<file path="config.mk">
export PLATFORM = sky130hd
export DESIGN_NAME = traffic_monitor
export DESIGN_NICKNAME = d
export VERILOG_FILES = /design/src/rtl/traffic_monitor.sv
export SDC_FILE = /design/constraint.sdc
export NUM_CORES = 1
export LEC_CHECK = 0
export ABC_AREA = 1
export CORE_MARGIN = 3
export CORE_UTILIZATION = 50
export CTS_CLUSTER_SIZE = 40
export DETAILED_ROUTE_END_ITERATION = 12
export PLACE_DENSITY = 0.79
export REMOVE_ABC_BUFFERS = 1
export SLEW_MARGIN = 20
export SYNTH_ARGS = -nofsm -noshare
export SYNTH_HDL_FRONTEND = slang
export SYNTH_SLANG_ARGS = --single-unit
</file>
<file path="constraint.sdc">
create_clock -name clk -period 2 [get_ports clk]
set_input_delay 0.4 -clock clk [delete_from_list [all_inputs] [get_ports clk]]
set_output_delay 0.4 -clock clk [all_outputs]
set_load 0.005 [all_outputs]
</file>
<file path="src/rtl/traffic_monitor.sv">
// Passive lamp-bus checker for the intersection controller.
// Decodes per-direction aspects, flags sticky faults, reports phase timing.
module traffic_monitor #(
  parameter int MIN_GREEN = 4,
  parameter int MAX_HOLD  = 100,
  parameter int CW        = 8
) (
  input  logic          clk,
  input  logic          clr,
  input  logic [6:0]    lights,
  input  logic          err_clr,
  output logic          err_conflict,
  output logic          err_seq,
  output logic          err_lamp,
  output logic          err_short,
  output logic          err_stuck,
  output logic [CW-1:0] phase_count,
  output logic [CW-1:0] last_dur,
  output logic [15:0]   cycle_cnt,
  output logic          cycle_pulse
);

  typedef enum logic [2:0] {
    A_DARK, A_RED, A_RAMB, A_AMB, A_GRN
  } asp_e;

  typedef enum logic {S_INIT, S_RUN} st_e;

  localparam logic [CW-1:0] L_SAT   = '1;
  localparam logic [CW-1:0] L_ONE   = CW'(1);
  localparam logic [CW-1:0] L_MAXH  = CW'(MAX_HOLD);
  localparam logic [CW-1:0] L_MING  = CW'(MIN_GREEN);

  function automatic asp_e f_dec(input logic [2:0] v);
    case (v)
      3'b100:  return A_RED;
      3'b110:  return A_RAMB;
      3'b010:  return A_AMB;
      3'b001:  return A_GRN;
      default: return A_DARK;
    endcase
  endfunction

  function automatic logic f_bad(input logic [2:0] v);
    return !(v inside {3'b000, 3'b100, 3'b110, 3'b010, 3'b001});
  endfunction

  function automatic logic f_act(input asp_e a);
    return (a == A_RAMB) || (a == A_AMB) || (a == A_GRN);
  endfunction

  function automatic logic f_legal(input asp_e p, input asp_e c);
    if (p == c || c == A_DARK || p == A_DARK) return 1'b1;
    return (p == A_RED  && c == A_RAMB) ||
           (p == A_RED  && c == A_GRN)  ||
           (p == A_RAMB && c == A_GRN)  ||
           (p == A_GRN  && c == A_AMB)  ||
           (p == A_AMB  && c == A_RED);
  endfunction

  st_e          r_state;
  logic [5:0]   r_pat;
  asp_e         r_ns_a;
  asp_e         r_ew_a;
  logic [CW-1:0] r_ns_g;
  logic [CW-1:0] r_ew_g;

  asp_e          w_ns_a;
  asp_e          w_ew_a;
  logic          w_run;
  logic          w_same;
  logic          w_lamp;
  logic          w_conf;
  logic          w_seq;
  logic          w_short;
  logic          w_stuck;
  logic          w_enter;
  logic [CW-1:0] w_pc_inc;
  logic [CW-1:0] w_ns_g_nx;
  logic [CW-1:0] w_ew_g_nx;
  logic          w_unused;

  assign w_unused = lights[6];

  assign w_ns_a = f_dec(lights[5:3]);
  assign w_ew_a = f_dec(lights[2:0]);
  assign w_run  = (r_state == S_RUN);
  assign w_same = (lights[5:0] == r_pat);

  assign w_lamp = f_bad(lights[5:3]) | f_bad(lights[2:0]);
  assign w_conf = f_act(w_ns_a) & f_act(w_ew_a);

  assign w_seq = w_run &&
    (!f_legal(r_ns_a, w_ns_a) || !f_legal(r_ew_a, w_ew_a));

  // Leaving GREEN to any aspect, DARK included, is timed here.
  assign w_short = w_run && (
    (r_ns_a == A_GRN && w_ns_a != A_GRN && r_ns_g < L_MING) ||
    (r_ew_a == A_GRN && w_ew_a != A_GRN && r_ew_g < L_MING));

  assign w_pc_inc = (phase_count == L_SAT) ? phase_count
                                           : phase_count + L_ONE;

  assign w_stuck = w_run && w_same && (w_pc_inc >= L_MAXH) &&
                   (w_ns_a != A_DARK || w_ew_a != A_DARK);

  assign w_enter = w_run && r_ns_a != A_GRN && w_ns_a == A_GRN;

  assign w_ns_g_nx = (w_ns_a != A_GRN) ? '0 :
                     (r_ns_g == L_SAT) ? r_ns_g : r_ns_g + L_ONE;
  assign w_ew_g_nx = (w_ew_a != A_GRN) ? '0 :
                     (r_ew_g == L_SAT) ? r_ew_g : r_ew_g + L_ONE;

  always_ff @(posedge clk) begin
    if (clr) begin
      r_state      <= S_INIT;
      r_pat        <= '0;
      r_ns_a       <= A_DARK;
      r_ew_a       <= A_DARK;
      r_ns_g       <= '0;
      r_ew_g       <= '0;
      phase_count  <= '0;
      last_dur     <= '0;
      cycle_cnt    <= '0;
      cycle_pulse  <= 1'b0;
      err_conflict <= 1'b0;
      err_seq      <= 1'b0;
      err_lamp     <= 1'b0;
      err_short    <= 1'b0;
      err_stuck    <= 1'b0;
    end else begin
      r_state <= S_RUN;
      r_pat   <= lights[5:0];
      r_ns_a  <= w_ns_a;
      r_ew_a  <= w_ew_a;
      r_ns_g  <= w_ns_g_nx;
      r_ew_g  <= w_ew_g_nx;

      if (!w_run) begin
        phase_count <= '0;
      end else if (w_same) begin
        phase_count <= w_pc_inc;
      end else begin
        phase_count <= '0;
        last_dur    <= w_pc_inc;
      end

      cycle_pulse <= w_enter;
      if (w_enter) cycle_cnt <= cycle_cnt + 16'd1;

      // A fault in the same cycle as err_clr wins.
      err_conflict <= (err_conflict & ~err_clr) | w_conf;
      err_seq      <= (err_seq      & ~err_clr) | w_seq;
      err_lamp     <= (err_lamp     & ~err_clr) | w_lamp;
      err_short    <= (err_short    & ~err_clr) | w_short;
      err_stuck    <= (err_stuck    & ~err_clr) | w_stuck;
    end
  end

endmodule

</file>
==> results of run 1 <==
-- Yosys cell counts --
cell type,instances,area [um2]
sky130_fd_sc_hd__mux2i_1,1,10.01
sky130_fd_sc_hd__o22ai_1,2,12.51
sky130_fd_sc_hd__buf_6,1,11.26
sky130_fd_sc_hd__clkbuf_2,1,5.000
sky130_fd_sc_hd__inv_1,48,180.2
sky130_fd_sc_hd__o31ai_1,1,7.510
sky130_fd_sc_hd__a31oi_1,3,18.77
sky130_fd_sc_hd__ha_1,4,50.05
sky130_fd_sc_hd__inv_6,1,8.760
sky130_fd_sc_hd__nor3_1,6,30.03
sky130_fd_sc_hd__and3_1,2,12.51
sky130_fd_sc_hd__nor2_1,70,262.8
sky130_fd_sc_hd__nand4_1,10,62.56
sky130_fd_sc_hd__xor2_1,5,43.79
sky130_fd_sc_hd__o21ba_2,1,10.01
sky130_fd_sc_hd__o21ai_0,28,140.1
sky130_fd_sc_hd__nand2_4,2,22.52
sky130_fd_sc_hd__nand2_1,110,412.9
sky130_fd_sc_hd__a21oi_2,1,8.760
sky130_fd_sc_hd__nor2_8,2,40.04
sky130_fd_sc_hd__inv_2,1,3.750
sky130_fd_sc_hd__nand3_1,27,135.1
sky130_fd_sc_hd__xnor2_1,5,43.79
sky130_fd_sc_hd__clkbuf_1,4,15.01
sky130_fd_sc_hd__nor4_1,2,12.51
sky130_fd_sc_hd__nor2_4,2,22.52
sky130_fd_sc_hd__dfxtp_1,67,1341
sky130_fd_sc_hd__a21oi_1,32,160.2
sky130_fd_sc_hd__clkinv_1,1,3.750
sky130_fd_sc_hd__nand2_2,2,12.51
sky130_fd_sc_hd__or2_1,1,6.260
sky130_fd_sc_hd__or2_2,2,12.51
sky130_fd_sc_hd__nor3b_1,2,15.01
sky130_fd_sc_hd__o21a_1,1,7.510
sky130_fd_sc_hd__a211oi_1,1,7.510
sky130_fd_sc_hd__buf_2,1,5.000
-- final cells by class --
cell class	instances	area (um2)	share of cell area, %
Multi-Input combinational cell	325	1580	39.03
Sequential cell	67	1344	33.19
Timing Repair Buffer	70	640.6	15.82
Inverter	51	196.4	4.852
Clock buffer	13	158.9	3.925
Tap cell	75	93.84	2.318
Clock inverter	2	35.03	0.8653
-- placed cells by master, fill, tap and decap left out, types with 3 or more instances in the layout --
master	count
sky130_fd_sc_hd__nand2_1	110
sky130_fd_sc_hd__nor2_1	70
sky130_fd_sc_hd__dfxtp_1	65
sky130_fd_sc_hd__inv_1	48
sky130_fd_sc_hd__clkdlybuf4s50_1	46
sky130_fd_sc_hd__a21oi_1	32
sky130_fd_sc_hd__o21ai_0	28
sky130_fd_sc_hd__nand3_1	27
sky130_fd_sc_hd__buf_4	24
sky130_fd_sc_hd__clkbuf_8	11
sky130_fd_sc_hd__nand4_1	10
sky130_fd_sc_hd__nor3_1	6
sky130_fd_sc_hd__xnor2_1	5
sky130_fd_sc_hd__xor2_1	5
sky130_fd_sc_hd__ha_1	4
sky130_fd_sc_hd__a31oi_1	3
-- flip-flops by register name, summed over array words and instances, names as in the netlist --
name	cells
cycle_cnt	16
err_lamp	1
err_stuck	1
r_ew_g	8
phase_count	8
r_state	1
err_short	1
r_pat	6
r_ns_a	3
cycle_pulse	1
last_dur	8
err_seq	1
err_conflict	1
r_ns_g	8
r_ew_a	3
-- how the worst min path moves through the flow --
stage / from / to / slack [ns] / depth (start not counted)
2_1_floorplan: r_ew_g[0] / r_ew_g[0] / 0.45 / 1
3_3_place_gp: err_seq / err_seq / 0.46 / 2
3_5_place_dp: err_seq / err_seq / 0.46 / 2
4_1_cts: err_seq / err_seq / 0.47 / 2
5_1_grt: r_ew_g[0] / r_ew_g[0] / 0.50 / 1
6_report: err_seq / err_seq / 0.46 / 2
-- metal layers --
metal  share of wire [%]  track usage, %  wire (um)
met5                   0               0          0
met4                 2.0           8.489        140
met3                 3.4           3.495        233
met2                  49           34.32       3370
met1                  45           23.78       3103
-- report_power, final --
part	switching [mW]	leakage (nW)	internal, mW
registers	0.0192	0.546	1.36
clock network	0.464	0.0995	0.636
logic	0.114	1.08	0.101
-- logic make-up (layout without fill, tap and decap cells) --
logic type,count (synthesis),in the layout,synth area share [%]
and+or+nand+nor,240,240,33.60
AOI/OAI and AO/OA,70,70,11.82
adders and majority gates,4,4,1.587
xor gates and xnor gates,10,10,2.777
muxes,1,1,0.3173
DFF,67,67,42.52
buffers and inverters,58,136,7.377
-- critical path: cells and delay by family --
family / cells / cell delay, ns
and+or+nand+nor: 3 / 0.45
buffers and inverters: 2 / 0.68
AOI/OAI and AO/OA: 3 / 0.44
-- metrics by stage --
stage / setup slack, ns / util (%) / TNS (ns)
after floorplan: 0.4434 / - / 0
after global placement: -0.02850 / 63.93 / -0.1154
after detailed placement: -0.06474 / 63.93 / -0.3805
after CTS: 0.1744 / 67.15 / 0
after global routing: 0.06803 / 67.19 / 0
final: 0.2457 / 67.19 / 0
-- timing repair --
action,in CTS,in global routing
gates resized for setup,0,2
endpoints found under the hold margin,0,0
endpoints found under the setup margin,0,1
setup buffers,0,0
==> run summary, run 1 <==
The post-layout net count came out at 538. The starting density of the core is 52.35%. The final routed wire length divided by cell count is 11.36 um. The slowest stage of the critical path is the sky130_fd_sc_hd__clkdlybuf4s50_1 cell. The data required time of the critical path is 2.21 ns. The worst hold margin came out at 0.4644 ns. The worst register-to-register path begins at phase_count[0].

The flow ran to the end, and the final reports show no timing, DRC or antenna violations. In this run the power density over the cells is 666.3 nW/um2. Synthesis produced a netlist whose cell count is 450.

The critical path endpoint is last_dur[2]. The count of input and output buffers is 46. The top fanout value on the critical path came out at 16. The static leakage power is 1.729 nW.

The total chip power is 2.698 mW. The reg-to-reg endpoint is err_stuck. The distinct cell type count of the synthesized netlist came out at 36. The worst IR drop on VDD came out at 0.0005548 V. The last weighted congestion value of the routability-driven placer is 0.8694. Summing every instance area after synthesis gives 3154 um2. After routing the design area is 4049 um2. STA puts the critical path data arrival time at 1.97 ns. The final routed DRC violation total came out at 0. Global routing used 19.74% of the available tracks across all layers. After floorplanning, the core was sized to cover 6026 um2. The critical path starts at lights[3].

The HPWL after detailed placement is 5.134 mm. The via density per instance came out at 5.119. Entering global routing, the biggest net connects 17 pins. The path class of the tightest hold or removal check is register to register. The buffer levels on the longest clock path is 2.

The total of flip-flops plus latches after synthesis is 67. The number of warnings issued by yosys came out at 0. At the later pin of the worst-skew pair, clock insertion delay measures 0.33 ns. The total of max-cap violations is 0. The share of the yosys chip area belonging to registers is 42.52%. The total overflow reported by the global router is 0. After layout, the minimum clock period comes to 1.754 ns. The cell area reported after detailed placement is 3852 um2. After floorplanning, the core was divided into 28 placement rows.

The number of placed cells counting well taps is 588. The initial antenna violation count was 0. The worst slew slack as a fraction of its limit came out at 71.63%.

After filler insertion, the fill cell instance count of the layout stands at 520. The clock edge transition at the registers on the reported setup and hold paths came out at 0.07 ns. The full die area is 7297 um2. The average instance in the mapped netlist occupies 7.010 um2. The first-pass GRT wire length came out at 11.76 mm. The aggregate routed wire length is 6.848 mm. The final instance count without filler cells is 603. Among the stages of the critical path, the cell type that occurs most often is sky130_fd_sc_hd__nand2_1. The number of vias after detailed routing is 3,087. The largest single stage delay on the critical path is 0.57 ns. The height of the chip came out at 85.43 um. Walking the worst path, the cells encountered are clkdlybuf4s50_1, or2_1, a21oi_2, nand2_1, nand2_1, inv_2, o21ai_0, a21oi_1. The top achievable clock speed came out at 570.0 MHz. The violation count after the first detailed-routing iteration came out at 83.

Setup repair after global routing left no endpoint under its margin. CTS placed an instance of sky130_fd_sc_hd__clkbuf_8 at the clock tree root. The horizontal die dimension is 85.43 um. The cts-stage hold buffer count came out at 0. The via count of the first global-routing pass came out at 2,820. During I/O placement, the number of pins put on the boundary was 48. The post-route fraction of the period consumed by the critical path is 87.72%. The level count of the clock H-tree came out at 3. The slack of the worst reg-to-reg path is 0.29 ns. The TritonCTS clock tree is yes. The fraction of final layout cells with drive strength greater than 1 is 10.04%. STA classifies the critical path startpoint as a primary input. The number of endpoints failing setup at the final stage is 0.

The clock sink count came out at 67. The endpoint type of the worst setup path is a register. Relative to the synthesized area, the layout overhead comes to 28.36%. For the final database, setup skew stands at 0.008604 ns. The actual transition at the worst max-transition pin came out at 0.4212 ns. The type of the setup path with the least slack is primary input to register. The number of buffers created by CTS is 9. The number of detailed-route iterations in the first pass is 4. The final hold violation count came to 0. The depth of the most critical reg-to-reg path came out at 11. The number of pins exceeding their max-slew limit in the final report is 0.

The number of antenna repair diodes is 0. The number of nets with antenna violations after routing is 0.
Power figures use the tool's default switching activity.
==> run 2, diff against run 1 <==
CORE_ASPECT_RATIO = 1.75   (was not set)
==> run 2 against run 1 <==
  * Core utilization grew 1.2 points
  * Largest power group unchanged
  * Largest cell class unchanged
  * Combinational power grew 6%
  * Critical path depth grew 2
==> run summary, run 2 (synthesis gave the netlist of run 1 again) <==
Run status: completed (unchanged). The half-perimeter wire length of the detailed placement result is 5.500 mm (was 5.134 mm). The type of the setup path with the least slack is primary input to register (unchanged). The buffer levels on the longest clock path was 2 (unchanged).

The via density per instance is 5.143 (was 5.119). The via count of the first global-routing pass is 3,100 (was 2,820). The sink of the worst hold path is err_short (was err_seq). The slack of the worst reg-to-reg path is 0.28 ns (was 0.29 ns). The clock edge transition at the registers on the reported setup and hold paths is 0.07 ns (about the same). The register containing the most flip-flops in the final layout is cycle_cnt (unchanged). The synthesis-to-layout area growth came out at 30.46% (was 28.36%). The height of the chip is 111.1 um (was 85.43 um). The final routed wire length divided by cell count is 11.95 um (was 11.36 um). The summed area of non-filler cells in the final layout is 4115 um2 (was 4049 um2).

The violation count after the first detailed-routing iteration is 157 (was 83). The number of buffers added for setup after CTS is 0 (unchanged). The cts-stage hold buffer count came to 0 (unchanged). The startpoint of the worst register-to-register path is phase_count[0] (unchanged).

The arrival time of data at the critical path endpoint is 2.03 ns (was 1.97 ns). The clock sink count is 67 (unchanged). The reg-to-reg endpoint is err_stuck (unchanged). The nature of the critical path startpoint is a primary input (unchanged). The number of nets with antenna violations after routing came out at 0 (unchanged). The aggregate routed wire length is 7.291 mm (was 6.848 mm). The number of detailed-route iterations in the first pass came to 4 (unchanged). The total power per unit cell area is 685.1 nW/um2 (was 666.3 nW/um2). The CTS root buffer is sky130_fd_sc_hd__clkbuf_8 (unchanged). The horizontal die dimension is 66.04 um (was 85.43 um).

The area of the placeable core came to 6018 um2 (was 6026 um2). The static leakage power came out at 1.761 nW (was 1.729 nW). The number of flip-flops under the largest register name is 16 (unchanged).

The top achievable clock speed came to 549.8 MHz (was 570.0 MHz). The placement row count came to 37 (was 28). The first-pass GRT wire length is 12.61 mm (was 11.76 mm). The final total negative setup slack came out at 0 ns (unchanged). The endpoint type of the worst setup path is a register (unchanged). The final hold violation count came out at 0 (unchanged).

The depth of the most critical reg-to-reg path is 11 (unchanged). The source of the worst hold timing path is err_short (was err_seq). The full die area came out at 7335 um2 (was 7297 um2). The clock insertion delay at the later pin of the skew report came to 0.34 ns (was 0.33 ns). The last weighted congestion value of the routability-driven placer is 0.8454 (was 0.8694). The top-level I/O count came out at 48 (unchanged). The end-of-flow core utilization is 68.38% (was 67.19%).

Commonest cells after routing, fill and taps aside: sky130_fd_sc_hd__nand2_1 (110), sky130_fd_sc_hd__nor2_1 (70), sky130_fd_sc_hd__dfxtp_1 (66) (was sky130_fd_sc_hd__nand2_1 (110), sky130_fd_sc_hd__nor2_1 (70), sky130_fd_sc_hd__dfxtp_1 (65)). The cell area reported after detailed placement is 3899 um2 (was 3852 um2). The number of vias after detailed routing came out at 3,137 (was 3,087). The TritonCTS clock tree is yes (unchanged). The level count of the clock H-tree is 3 (unchanged). The layout filler cell count came out at 516 (was 520). The final routed DRC violation total is 0 (unchanged). The number of buffers created by CTS came to 9 (unchanged). The worst IR drop on VDD came out at 0.0006039 V (was 0.0005548 V). The fraction of final layout cells with drive strength greater than 1 came out at 10.90% (was 10.04%). The post-route fraction of the period consumed by the critical path is 90.94% (was 87.72%). The number of antenna repair diodes is 0 (unchanged). The most common cell after layout, fill and taps aside is sky130_fd_sc_hd__nand2_1 (unchanged). The top fanout value on the critical path is 16 (unchanged). The post-layout net count is 542 (was 538).

The total overflow reported by the global router came out at 0 (unchanged). The worst setup timing slack at the placement stage was -0.05918 ns (was -0.06474 ns). The data required time of the critical path came to 2.21 ns (about the same). The actual transition at the worst max-transition pin came out at 0.3868 ns (was 0.4212 ns). The largest net degree at the start of global routing is 25 (was 17). The worst clock skew is 0.008501 ns (was 0.008604 ns).

The slack of the critical path came out at 0.1813 ns (was 0.2457 ns). The count of input and output buffers is 46 (unchanged). The aggregate global-route resource usage came out at 21.25% (was 19.74%). The starting density of the core was 52.41% (was 52.35%).

The cell count of the worst hold path is 2 (unchanged). The number of pins exceeding their max-slew limit in the final report is 0 (unchanged). The minimum clock period after layout is 1.819 ns (was 1.754 ns). The total of max-cap violations is 0 (unchanged). The initial antenna violation count is 0 (unchanged). The type of the most critical hold path is register to register (unchanged). Setup repair after global routing missed its margin: no (unchanged). The number of endpoints failing setup at the final stage was 0 (unchanged).

The worst slew slack as a fraction of its limit came to 73.94% (was 71.63%).
## run 2: changes by cell type in the layout (fill, tap and decap cells not counted), sizes merged
cell / delta
buf: +4
clkbuf: -3
bufinv: +1
clkinv: +1
clkinvlp: +1
## run 2: per-stage QoR
step           cells  total power [mW]  hold WS (ns)
2_1_floorplan    443             1.512        0.4475
6_report         610             2.819        0.4664
3_5_place_dp     595             1.635        0.4637
5_1_grt          610             2.929        0.5036
4_1_cts          610             2.851        0.4737
3_3_place_gp     595             1.630        0.4552
## run 2: area by class of cell
type | instances | area [um2] | share of cell area (%)
Clock inverter | 5 | 77.57 | 1.885
Clock buffer | 10 | 137.6 | 3.344
Tap cell | 78 | 97.59 | 2.372
Sequential cell | 67 | 1343 | 32.62
Inverter | 51 | 196.4 | 4.773
Multi-Input combinational cell | 325 | 1580 | 38.40
Timing Repair Buffer | 74 | 683.2 | 16.60
## run 2: how the worst max path moves through the flow
stage | startpoint | end | slack, ns | depth (start not counted)
floorplan | phase_count[0] | err_stuck | 0.44 | 11
global placement | lights[4] | err_seq | 0.02 | 11
detailed placement | lights[4] | last_dur[0] | -0.06 | 10
CTS | phase_count[1] | err_stuck | 0.18 | 11
global route | lights[4] | last_dur[3] | 0.08 | 10
finish | lights[4] | last_dur[4] | 0.18 | 10
## run 2: power breakdown
group          total [mW]  internal, mW  switching [mW]  leakage, nW
Clock                1.21         0.724           0.488        0.108
Sequential           1.38          1.36          0.0172        0.545
Combinational       0.228         0.109           0.119         1.11
## run 2: worst max-delay path, cell delays in order
cell,delay (ns)
sky130_fd_sc_hd__clkdlybuf4s50_1,0.58
sky130_fd_sc_hd__inv_1,0.10
sky130_fd_sc_hd__nand2_1,0.08
sky130_fd_sc_hd__nand4_1,0.13
sky130_fd_sc_hd__nor2_1,0.21
sky130_fd_sc_hd__nand2_1,0.08
sky130_fd_sc_hd__nand2_1,0.07
sky130_fd_sc_hd__inv_2,0.11
sky130_fd_sc_hd__o21ai_0,0.19
sky130_fd_sc_hd__a21oi_1,0.08
## run 2: what timing repair did
action,4_1_cts,5_1_grt
resized for setup,0,1
endpoints found under the hold margin,0,0
setup endpoints to repair,0,1
## run 2: metal layers
layer | GRT usage [%] | up-vias | wire length, um
met5 | 0 | - | 0
met4 | 8.412 | 0 | 123
met3 | 4.462 | 12 | 237
met2 | 40.21 | 55 | 4065
met1 | 21.53 | 1464 | 2864
li1 | - | 1606 | -
